**config.mk**
```make
export PLATFORM = sky130hd
export DESIGN_NAME = calc_core
export DESIGN_NICKNAME = d
export VERILOG_FILES = /design/src/rtl/calc_core.sv
export SDC_FILE = /design/constraint.sdc
export NUM_CORES = 1
export LEC_CHECK = 0
export CAP_MARGIN = 0
export CORE_MARGIN = 1
export CORE_UTILIZATION = 45
export CTS_CLUSTER_DIAMETER = 30
export DETAILED_ROUTE_END_ITERATION = 8
export PLACE_DENSITY = 0.68
export SLEW_MARGIN = 30
export SYNTH_ARGS = -nofsm -noshare
export SYNTH_HDL_FRONTEND = slang
export SYNTH_SLANG_ARGS = --single-unit
```
**constraint.sdc**
```tcl
create_clock -name clock -period 3.77 [get_ports clock]
set_clock_uncertainty 0.15 [all_clocks]
set_input_delay 0.9425 -clock clock [delete_from_list [all_inputs] [get_ports clock]]
set_output_delay 0.9425 -clock clock [all_outputs]
set_load 0.03 [all_outputs]
```
**src/rtl/calc_core.sv**
```systemverilog
// Calculator control-and-datapath core: Enter/Clear button protocol, single-cycle ALU,
// registered operands, result, flags and state indicator with result chaining.
module calc_core #(
   parameter int WIDTH = 8
) (
   input  logic             clock,
   input  logic             reset,
   input  logic [WIDTH-1:0] data_in,
   input  logic [3:0]       op_in,
   input  logic             enter,
   input  logic             clear,
   output logic [WIDTH-1:0] a_out,
   output logic [WIDTH-1:0] b_out,
   output logic [WIDTH-1:0] result_out,
   output logic             zero,
   output logic             carry,
   output logic             overflow,
   output logic             error,
   output logic             result_valid,
   output logic [3:0]       leds
);

   typedef enum logic [2:0] {
      S_IDLE,
      S_WITH_A,
      S_WITH_B,
      S_RESULT,
      S_ERROR
   } state_t;

   localparam logic [WIDTH-1:0] ALL_ONES = {WIDTH{1'b1}};
   localparam logic [WIDTH-1:0] MAX_POS  = {1'b0, {(WIDTH-1){1'b1}}};
   localparam logic [WIDTH-1:0] MIN_NEG  = {1'b1, {(WIDTH-1){1'b0}}};

   state_t           state_q, state_d;
   logic [WIDTH-1:0] a_q, a_d;
   logic [WIDTH-1:0] b_q, b_d;
   logic [WIDTH-1:0] res_q, res_d;
   logic             zero_q, zero_d;
   logic             carry_q, carry_d;
   logic             ovf_q, ovf_d;
   logic             rv_q, rv_d;
   logic             err_q, err_d;
   logic [3:0]       leds_q, leds_d;
   logic             enter_q, clear_q;

   logic             enter_p, clear_p;
   logic [WIDTH:0]   sum_w, dif_w;
   logic [WIDTH-1:0] alu_res;
   logic             alu_c, alu_v, alu_z;

   assign enter_p = enter & ~enter_q;
   assign clear_p = clear & ~clear_q;

   // ALU works on the stored operands and the opcode presented with the third press.
   always_comb begin
      alu_res = '0;
      alu_c   = 1'b0;
      alu_v   = 1'b0;
      sum_w   = {1'b0, a_q} + {1'b0, b_q};
      dif_w   = {1'b0, a_q} - {1'b0, b_q};
      case (op_in)
         4'd0: begin
            alu_res = sum_w[WIDTH-1:0];
            alu_c   = sum_w[WIDTH];
            alu_v   = (a_q[WIDTH-1] == b_q[WIDTH-1]) && (sum_w[WIDTH-1] != a_q[WIDTH-1]);
         end
         4'd1: begin
            alu_res = dif_w[WIDTH-1:0];
            alu_c   = dif_w[WIDTH];
            alu_v   = (a_q[WIDTH-1] != b_q[WIDTH-1]) && (dif_w[WIDTH-1] != a_q[WIDTH-1]);
         end
         4'd2: alu_res = a_q & b_q;
         4'd3: alu_res = a_q | b_q;
         4'd4: alu_res = a_q ^ b_q;
         4'd5: alu_res = ~a_q;
         4'd6: begin
            alu_res = {a_q[WIDTH-2:0], 1'b0};
            alu_c   = a_q[WIDTH-1];
            alu_v   = a_q[WIDTH-1] ^ a_q[WIDTH-2];
         end
         4'd7: begin
            alu_res = {1'b0, a_q[WIDTH-1:1]};
            alu_c   = a_q[0];
         end
         4'd8: begin
            alu_res = a_q + 1'b1;
            alu_c   = (a_q == ALL_ONES);
            alu_v   = (a_q == MAX_POS);
         end
         4'd9: begin
            alu_res = a_q - 1'b1;
            alu_c   = (a_q == '0);
            alu_v   = (a_q == MIN_NEG);
         end
         default: begin
            alu_res = '0;
            alu_c   = 1'b0;
            alu_v   = 1'b0;
         end
      endcase
      alu_z = (alu_res == '0);
   end

   always_comb begin
      state_d = state_q;
      a_d     = a_q;
      b_d     = b_q;
      res_d   = res_q;
      zero_d  = zero_q;
      carry_d = carry_q;
      ovf_d   = ovf_q;
      rv_d    = 1'b0;
      // Clear has no meaning in IDLE, so there it neither acts nor masks Enter.
      if (clear_p && (state_q != S_IDLE)) begin
         state_d = S_IDLE;
         a_d     = '0;
         b_d     = '0;
         res_d   = '0;
         zero_d  = 1'b0;
         carry_d = 1'b0;
         ovf_d   = 1'b0;
      end else if (enter_p) begin
         case (state_q)
            S_IDLE: begin
               a_d     = data_in;
               state_d = S_WITH_A;
            end
            S_WITH_A: begin
               b_d     = data_in;
               state_d = S_WITH_B;
            end
            S_WITH_B: begin
               if (op_in <= 4'd9) begin
                  res_d   = alu_res;
                  zero_d  = alu_z;
                  carry_d = alu_c;
                  ovf_d   = alu_v;
                  rv_d    = 1'b1;
                  state_d = S_RESULT;
               end else begin
                  state_d = S_ERROR;
               end
            end
            S_RESULT: begin
               a_d     = res_q;
               b_d     = '0;
               zero_d  = 1'b0;
               carry_d = 1'b0;
               ovf_d   = 1'b0;
               state_d = S_WITH_A;
            end
            default: state_d = state_q;
         endcase
      end
   end

   // Indicator outputs are decoded from the next state so they stay registered.
   always_comb begin
      err_d = (state_d == S_ERROR);
      case (state_d)
         S_IDLE:   leds_d = 4'b0001;
         S_WITH_A: leds_d = 4'b0011;
         S_WITH_B: leds_d = 4'b0111;
         S_RESULT: leds_d = 4'b1111;
         S_ERROR:  leds_d = 4'b1000;
         default:  leds_d = 4'b0001;
      endcase
   end

   always_ff @(posedge clock) begin
      if (reset) begin
         state_q <= S_IDLE;
         a_q     <= '0;
         b_q     <= '0;
         res_q   <= '0;
         zero_q  <= 1'b0;
         carry_q <= 1'b0;
         ovf_q   <= 1'b0;
         rv_q    <= 1'b0;
         err_q   <= 1'b0;
         leds_q  <= 4'b0001;
         // A button held through reset must not fire on release of reset.
         enter_q <= enter;
         clear_q <= clear;
      end else begin
         state_q <= state_d;
         a_q     <= a_d;
         b_q     <= b_d;
         res_q   <= res_d;
         zero_q  <= zero_d;
         carry_q <= carry_d;
         ovf_q   <= ovf_d;
         rv_q    <= rv_d;
         err_q   <= err_d;
         leds_q  <= leds_d;
         enter_q <= enter;
         clear_q <= clear;
      end
   end

   assign a_out        = a_q;
   assign b_out        = b_q;
   assign result_out   = res_q;
   assign zero         = zero_q;
   assign carry        = carry_q;
   assign overflow     = ovf_q;
   assign error        = err_q;
   assign result_valid = rv_q;
   assign leds         = leds_q;

endmodule
```
==> results.py <==
metrics = {
    "cts": {
        "tritoncts.num_buffers": 5,
        "cts_post_setup_buffers_inserted": 0,
        "clkTransAtPathRegs_ns": 0.07,
        "cts_root_buffer": "clkbuf_8",
        "insertion_delay_ns": 0.29,
        "cts.path.max_buffers": 2,
        "tritoncts_clock_tree": "yes",
        "post_cts_hold_buffer_count": 0,
        "postCtsResizedCells": 0,
        "clock_sink_count": 38,
        "cts-htree-levels": 2,
    },
    "setup_path": {
        "timing.reg2reg.setup_slack_ns": 0.63,
        "worstSetupEndpointType": "register",
        "timing.rr.end": "result_out[6]",
        "cp_data_required_time_ns": 3.86,
        "timing.critical_path.arrival_ns": 3.50,
        "crit_path_start_kind": "input port",
        "critical_path.max_fanout": 35,
        "reg2regPathDepth": 11,
        "r2r-start": "a_out[0]",
        "worst-setup-path-type": "input port to register",
    },
    "yosys": {
        "post_synth_edffs": 0,
        "synth_largest_type_area_fraction": 0.231,
        "avgSynthCellArea_sq_um": 7.88,
        "syn_nets": 463,
        "area_contributors_post_synth": "dfxtp_1, ha_1, nand2_1",
        "yosysUniqueCellTypes": 67,
        "synth_cells": 418,
        "most_instantiated_flip_flop_cell_in_the_synthesis_netlist": "dfxtp_1",
        "synth_seq_area_share": 0.231,
        "netlist_area_sq_mm": 0.00329,
        "yosysWarningCount": 0,
        "synth-seq-cells": 38,
        "post-synth-top-area-cell": "dfxtp_1",
        "synthArstFlopShare": 0,
    },
    "sta": {
        "max_clock_freq_mhz": 293,
        "max_slew_margin": 0.624,
        "final-setup-viol-count": 0,
        "fin_crit_ns": 3.41,
        "minimum_setup_slack_in_the_final_design_ns": 0.357,
        "worst_slew_pin_slew_ns": 0.563,
        "slew_violations": 0,
        "grt_setup_unrepaired": "no",
        "layout_worst_path_cycle_share": 0.905,
        "final_hold_viol_count": 0,
        "finalSetupTns_ns": 0,
    },
    "global_route": {
        "first_global_vias": 2787,
        "grt_first_pass_wirelength_mm": 14.2,
        "global_route.overflow_total": 0,
        "grt_start_max_net_pins": 36,
        "antenna_found_initial": 0,
        "global_route.usage.total": 0.239,
        "grt_util_met2": 0.381,
        "met1_usage_in_global_routing": 0.342,
        "globalRoute.busiestLayer": "met2",
        "grt_use_met3": 0.0254,
    },
    "floorplan": {
        "initial_utilization": 0.474,
        "design.portCount": 49,
        "placement_rows": 30,
        "die_area_sq_mm": 0.00767,
        "die_width_um": 87.6,
        "floorplan.core_area_sq_mm": 0.00694,
        "fp.dieH_um": 87.6,
    },
    "finish": {
        "post-route-util": 0.568,
        "layout_commonest_cell": "clkdlybuf4s50_1",
        "syn2layout_area_growth_pct": 19.7,
        "nets": 505,
        "antenna_cells_inserted": 0,
        "final_cell_mix": "clkdlybuf4s50_1, nand2_1, dfxtp_1, nor2_1",
        "layout_cells_sized_above_1": 0.0889,
    },
    "detailed_routing": {
        "total_iterations_of_the_first_detailed_routing_run": 5,
        "drt_iter0_markers": 358,
        "remaining_drc_errors": 0,
        "drt_wl_total_mm": 8.76,
        "num_vias": 3154,
        "routedWlPerCell_um": 15.7,
        "routed_via_density": 5.66,
        "final_antenna_net_count": 0,
    },
    "status": {
        "run_status": "completed",
    },
    "place": {
        "final_wtd_congestion": 0.950,
        "post-dp-hpwl_mm": 6.64,
        "port-buffer-count": 48,
        "place_worst_setup_slack_ns": 0.119,
    },
    "min_path": {
        "timing.hold.worst.class": "register to register",
        "worst_hold_path.endpoint": "carry",
        "hp-start": "carry",
        "worstHoldPathCells": 1,
    },
    "pwr": {
        "power_per_cell_area_mw_per_mm2": 268,
        "power_leakage_uw": 0.00150,
        "power.ir.vdd_worst_uv": 258,
    },
    "flow_run": {
        "cap_violations": 0,
    },
}
[state kept, by name, indices dropped and copies added, names as in the netlist]
register / flops
carry: 1
enter_q: 1
overflow: 1
clear_q: 1
zero: 1
state_q: 3
b_out: 8
leds: 4
error: 1
result_out: 8
result_valid: 1
a_out: 8
[cell type report]
| type | count | area [sq um] |
|---|---|---|
| Multi-Input combinational cell | 323 | 2260 |
| Timing Repair Buffer | 64 | 601 |
| Clock buffer | 7 | 86.3 |
| Fill cell | 676 | 3000 |
| Sequential cell | 38 | 761 |
| Inverter | 28 | 105 |
| Clock inverter | 1 | 5.00 |
| Tap cell | 96 | 120 |
[worst max-delay path by stage]
stage	start	endpoint	slack, ns	cells after the start
2_1_floorplan	op_in[1]	zero	0.53	12
3_3_place_gp	op_in[0]	result_out[6]	0.16	8
3_5_place_dp	op_in[0]	zero	0.12	11
4_1_cts	op_in[0]	zero	0.40	11
5_1_grt	op_in[0]	zero	0.15	11
6_report	op_in[0]	zero	0.36	11
[cell usage after synthesis, drive strengths merged, types with 4 or more instances]
| master | count |
|---|---|
| inv | 28 |
| nor2 | 34 |
| o21ai | 17 |
| nand3 | 13 |
| nor2b | 13 |
| a31oi | 4 |
| clkbuf | 10 |
| a311oi | 8 |
| ha | 27 |
| or2 | 4 |
| nor3 | 9 |
| mux4 | 4 |
| nand2b | 9 |
| dfxtp | 38 |
| a211oi | 11 |
| and2 | 6 |
| xnor2 | 12 |
| mux2i | 7 |
| nor3b | 6 |
| nand2 | 47 |
| buf | 19 |
| a21oi | 28 |
[worst max-delay path, stage by stage]
cell and delay (ns):
clkdlybuf4s50_1 0.48, buf_4 0.34, buf_4 0.27, nand2b_1 0.11
o22ai_1 0.20, xnor2_1 0.15, nor3_1 0.06, a2111oi_0 0.43
buf_4 0.22, and4_1 0.17, a31o_1 0.13
[cells by family (layout without fill, tap and decap cells)]
group	count (synthesis)	count (layout)	synth area share
muxes	12	12	0.0520
adders and majority gates	29	29	0.115
xor gates and xnor gates	14	14	0.0372
DFF	38	38	0.231
buffers and inverters	57	100	0.0817
AOI/OAI and AO/OA	108	108	0.228
and+or+nand+nor	160	160	0.256
[layer usage]
| metal | up-vias | wire, um |
|---|---|---|
| met5 | - | 0 |
| met2 | 102 | 3850 |
| li1 | 1564 | - |
| met1 | 1474 | 4360 |
| met3 | 14 | 387 |
| met4 | 0 | 155 |
[power by group]
group | internal [uW] | switching [uW]
logic | 144 | 184
registers | 414 | 21.0
clock network | 148 | 145
[stage by stage]
| stage | instance area, sq um | total power (uW) | instances | hold WS (ns) |
|---|---|---|---|---|
| final | 3940 | 1060 | 557 | 0.333 |
| after global routing | 3940 | 1110 | 557 | 0.362 |
| after CTS | 3940 | 1060 | 557 | 0.338 |
| after detailed placement | 3850 | 769 | 549 | 0.321 |
| after global placement | 3850 | 766 | 549 | 0.309 |
| after floorplan | 3290 | 672 | 418 | 0.421 |
Note: power is estimated with default switching activity, not from simulation.
